--- src/rtl/reg_wb_ctrl.sv ---
// -----------------------------------------------------------------------------
// reg_wb_ctrl
// Writeback controller for the single register-file write port.
//
// Two requesters (ALU and LSU) compete for one registered write
// (wr_en/addr_rd/data_rd). A per-register pending-write scoreboard is set
// when an instruction issues and cleared when its writeback is driven.
// Decode uses this scoreboard to stall on RAW hazards.
//
// Configuration macro:
//   WB_RR_ARB_EN  defined   -> round-robin arbitration with a 1-bit pointer
//                 undefined -> fixed priority, LSU wins over ALU
//
// Ports:
//   clk, reset_n            clock (rising edge), async active-low reset
//   iss_valid, iss_rd       issued instruction marks iss_rd pending
//   addr_rs1, addr_rs2      hazard query addresses
//   rs1_busy, rs2_busy      pending-write status of the queried registers
//   alu_valid/rd/data       ALU writeback request
//   alu_ready               ALU request accepted this cycle
//   lsu_valid/rd/data       LSU writeback request
//   lsu_ready               LSU request accepted this cycle
//   wr_en, addr_rd, data_rd registered register-file write
//   sb_empty                registered flag, no pending writes
// -----------------------------------------------------------------------------
module reg_wb_ctrl #(
   parameter int NUM_REG        = 32,
   parameter int REG_ADDR_WIDTH = 5,
   parameter int REG_WIDTH      = 32
) (
   input  logic                      clk,
   input  logic                      reset_n,
   input  logic                      iss_valid,
   input  logic [REG_ADDR_WIDTH-1:0] iss_rd,
   input  logic [REG_ADDR_WIDTH-1:0] addr_rs1,
   input  logic [REG_ADDR_WIDTH-1:0] addr_rs2,
   output logic                      rs1_busy,
   output logic                      rs2_busy,
   input  logic                      alu_valid,
   input  logic [REG_ADDR_WIDTH-1:0] alu_rd,
   input  logic [REG_WIDTH-1:0]      alu_data,
   output logic                      alu_ready,
   input  logic                      lsu_valid,
   input  logic [REG_ADDR_WIDTH-1:0] lsu_rd,
   input  logic [REG_WIDTH-1:0]      lsu_data,
   output logic                      lsu_ready,
   output logic                      wr_en,
   output logic [REG_ADDR_WIDTH-1:0] addr_rd,
   output logic [REG_WIDTH-1:0]      data_rd,
   output logic                      sb_empty
);

   logic [NUM_REG-1:0]        busy;
   logic [NUM_REG-1:0]        busy_next;
   logic                      accept;
   logic [REG_ADDR_WIDTH-1:0] sel_rd;
   logic [REG_WIDTH-1:0]      sel_data;

`ifdef WB_RR_ARB_EN
   typedef enum logic {
      PREF_ALU = 1'b0,
      PREF_LSU = 1'b1
   } pref_t;

   pref_t pref;

   // Round-robin grant: the preferred requester wins a tie, a lone
   // requester is always granted so the port never idles.
   always_comb begin
      alu_ready = 1'b0;
      lsu_ready = 1'b0;
      if (alu_valid && lsu_valid) begin
         if (pref == PREF_LSU) begin
            lsu_ready = 1'b1;
         end else begin
            alu_ready = 1'b1;
         end
      end else begin
         alu_ready = alu_valid;
         lsu_ready = lsu_valid;
      end
   end

   // After any grant, preference moves to the requester that lost
   // (or was absent), including lone grants.
   always_ff @(posedge clk or negedge reset_n) begin
      if (!reset_n) begin
         pref <= PREF_ALU;
      end else if (alu_ready) begin
         pref <= PREF_LSU;
      end else if (lsu_ready) begin
         pref <= PREF_ALU;
      end
   end
`else
   // Fixed priority: a load result always beats an ALU result.
   always_comb begin
      lsu_ready = lsu_valid;
      alu_ready = alu_valid & ~lsu_valid;
   end
`endif

   // Select the winning request; the arbiter guarantees one-hot readies.
   always_comb begin
      accept   = alu_ready | lsu_ready;
      sel_rd   = lsu_ready ? lsu_rd   : alu_rd;
      sel_data = lsu_ready ? lsu_data : alu_data;
   end

   // Registered write port. A write to x0 is accepted but never drives
   // wr_en; address and data hold their last value when nothing is accepted.
   always_ff @(posedge clk or negedge reset_n) begin
      if (!reset_n) begin
         wr_en   <= 1'b0;
         addr_rd <= '0;
         data_rd <= '0;
      end else begin
         wr_en <= accept && (sel_rd != '0);
         if (accept) begin
            addr_rd <= sel_rd;
            data_rd <= sel_data;
         end
      end
   end

   // Scoreboard update. The clear is applied first so that an issue to the
   // same register in the same cycle leaves the bit set: a newer producer
   // is still in flight. Bit 0 is forced low because x0 is never written.
   always_comb begin
      busy_next = busy;
      if (wr_en) begin
         busy_next[addr_rd] = 1'b0;
      end
      if (iss_valid && (iss_rd != '0)) begin
         busy_next[iss_rd] = 1'b1;
      end
      busy_next[0] = 1'b0;
   end

   // sb_empty looks at the post-edge scoreboard so it is valid in the same
   // cycle the last bit clears.
   always_ff @(posedge clk or negedge reset_n) begin
      if (!reset_n) begin
         busy     <= '0;
         sb_empty <= 1'b1;
      end else begin
         busy     <= busy_next;
         sb_empty <= (busy_next == '0);
      end
   end

   // Hazard queries read the registered bits directly, with no bypass from
   // the write in flight. Addresses beyond NUM_REG read as not busy.
   always_comb begin
      rs1_busy = (int'(addr_rs1) < NUM_REG) ? busy[addr_rs1] : 1'b0;
      rs2_busy = (int'(addr_rs2) < NUM_REG) ? busy[addr_rs2] : 1'b0;
   end

endmodule

--- config.mk ---
export PLATFORM = sky130hd
export DESIGN_NAME = reg_wb_ctrl
export DESIGN_NICKNAME = d
export VERILOG_FILES = /design/src/rtl/reg_wb_ctrl.sv
export SDC_FILE = /design/constraint.sdc
export NUM_CORES = 1
export LEC_CHECK = 0
export ABC_AREA = 1
export ABC_CLOCK_PERIOD_IN_PS = 3800
export CORE_UTILIZATION = 35
export CTS_BUF_LIST = sky130_fd_sc_hd__clkbuf_8
export DETAILED_ROUTE_END_ITERATION = 16
export PLACE_DENSITY = 0.65
export SYNTH_ARGS = -nofsm -noshare
export SYNTH_HDL_FRONTEND = slang
export SYNTH_SLANG_ARGS = --single-unit
--- constraint.sdc ---
create_clock -name clk -period 3.8 [get_ports clk]
set_input_delay 0.95 -clock clk [delete_from_list [all_inputs] [get_ports clk]]
set_output_delay 0.95 -clock clk [all_outputs]
set_load 0.02 [all_outputs]
==> impl_results.md <==
- GRT Total Usage: 0.224
- I/O Buffers: between 100 and 150
- Finished Cell Area: 5580 µm²
- Grt met2 use: 0.386
- Critical Path RT: 2.85 ns
- Synth Cell Area: 3820 µm²
- Synthesis-to-finish area growth: 46.0%
- Synthesized flop and latch total: 70
- Clock latency at the later pin of the worst-skew pair: ~0.36 ns
- # DRC: 0
- Setup ws final: 0.246 ns
- Fmax: ~0.28 GHz
- Total number of vias: 4171
- Minimum period implied by the final worst setup slack: 3.55 ns
- ANT cells: 0
- Worst-path clk slew: roughly 0.07 ns
- Detailed placement HPWL: 9570 µm
- Iter 0 DRT Violations: 253
- # setup viols final: 0
- Busiest grt layer: met2
- Commonest cells after routing, fill and taps aside: 253 x nand2_1, 133 x clkdlybuf4s50_1, 76 x nand3_1
- Crit share post-route: 0.935
- Drt first pass iters: 4
- Initial Utilization: 0.366
- DR WL/cell: 14.6 µm
- Layout net count: 791
- Pwr dens: 435 nW/µm²
- Worst Clk Skew: 0.00904 ns
- Hold Fails Final Rpt: 0
- Outcome: finished, final reports clean
- Slew @ Worst Pin: 0.711 ns
- Syn Area/Cell: 6.87 µm²
- CTS Root Cell: clkbuf_8
- Most common cell after layout, fill and taps aside: nand2_1
- Footprint of the multi-input gates: 1880 µm²
- Placed Area: 5380 µm²
- Maximum clock path buffer count: 2
- Worst reg-to-reg setup slack: 2.06 ns
- Synth warn: 0
- Die W: 107 µm
- Slew Limit Fails: 0
- CTS tree: done
- Synth top area share: 0.451
- Die area: 11400 µm²
- VDD IR max: 217 µV
- Layout fillers: 1034
- Storage cell area: 1750 µm²
- TNS Setup: 0 ns
- Synth top area cells: dfrtp_1 45%, nand2_1 25%, nand3_1 9.9%, nor2_1 4.1%, o21ai_0 4.1%
- Routed WL: ~12000 µm
- RSZ-0062 raised after global routing: no
- CTS Sinks: 70
- Met1 usage: 0.263
- Syn Inst Count: between 500 and 600
- Routed vias/inst: 4.98
- Mapped Nets: 651
- Setup WS pre-CTS: 0.00188 ns
- Biggest area consumer among synthesized cells: dfrtp_1
- Core Util, Final: 0.534
- CP Capture Type: output port
- Crit Path Class: input port to output port
- Crit path DAT: 2.60 ns
- Slew headroom: 0.526
- Hold Crit Class: flop to flop
- CP max FO: 17
- Final Wtd Congestion: 0.908
- Synth cell types: 21
- Core area: 10500 µm²
- Seq/Total Area, Yosys: 0.458
- P_leak: 2.57 nW
- Largest net degree at the start of global routing: 41
- Clock buffer count from CTS: 9
- Congestion Overflow GR: 0
- Hold Slack: about 0.5 ns
- Ports: 137
- Initial antenna violation count: 0
- First-pass GRT wire length: 19800 µm
- Antenna-violating nets left: 0
- Met3 GRT Util: 0.0717
- Num rows: 37
- Fraction of layout cells with a size suffix above 1: 0.0484
- Setup crit start kind: input port
- H-tree depth: 3
- MaxCap Viol Count: 0
- Die Ht: 107 µm
- Vias in the first global route: 4145
==> worst max-delay path, stage by stage <==
cell	delay, ns
clkdlybuf4s50_1	0.46
inv_2	0.24
nand2_1	0.10
nand3_1	0.09
nand2_1	0.05
a21oi_1	0.13
o31ai_1	0.08
nand2_1	0.06
nand2_1	0.05
nand2_1	0.06
dlygate4sd2_1	0.33
==> worst paths after layout <==
| check | startpoint | to | depth (start not counted) |
|---|---|---|---|
| max reg2reg | addr_rd[1] | sb_empty | 8 |
| min reg2reg | data_rd[23] | data_rd[23] | 2 |
| max in group asynchronous | reset_n | sb_empty | 2 |
| max | addr_rs2[0] | rs2_busy | 11 |
| min in group asynchronous | reset_n | data_rd[13] | 1 |
| min | data_rd[23] | data_rd[23] | 2 |
==> state kept, by name (all words and copies together) (netlist names) <==
name	flops
addr_rd	5
wr_en	1
data_rd	32
sb_empty	1
busy	31
==> final cells by class <==
cell class                      count  share of cell area
Tap cell                          136              0.0305
Timing Repair Buffer              148               0.261
Sequential cell                    70               0.314
Multi-Input combinational cell    438               0.337
Inverter                           30              0.0202
Clock inverter                      6              0.0125
Clock buffer                       10              0.0246
==> synthesized netlist by cell type, drive strengths merged <==
library cell,count
nand3,76
dfrtp,69
nor2,42
o21ai,32
inv,30
dfstp,1
and3,1
nand2,253
nand3b,2
o211ai,4
nor3,8
buf,6
a21oi,10
a31oi,1
clkbuf,13
mux2i,5
a21boi,1
o31ai,3
==> metal layers <==
layer | wire [µm] | share of wire
met1 | 5110 | 0.42
met2 | 5720 | 0.47
met3 | 1200 | 0.098
met4 | 203 | 0.017
met5 | 0 | 0
==> power by group <==
group | internal [mW] | switching (mW)
registers | 0.913 | 0.175
clock network | 0.324 | 0.307
logic | 0.321 | 0.392
total | 1.56 | 0.873
==> stage by stage <==
step	total power, mW	cells
floorplan	1.44	557
global placement	1.80	822
detailed placement	1.81	822
CTS	2.44	838
global route	2.58	838
finish	2.43	838
==> cell families after synthesis <==
logic type	share of synthesized area
AND/OR/NAND/NOR	0.405
AO/OA/AOI/OAI	0.0723
flip-flops	0.458
multiplexers	0.0131
buffers and inverters	0.0514
==> timing repair <==
action                     4_1_cts  5_1_grt
hold buffers                     0        0
pin swaps                        0        0
setup endpoints to repair        1        1
buffers inserted                 0        0
gates resized for setup          1        1
cloned                           0        0
(Power assumes the default switching activity.)
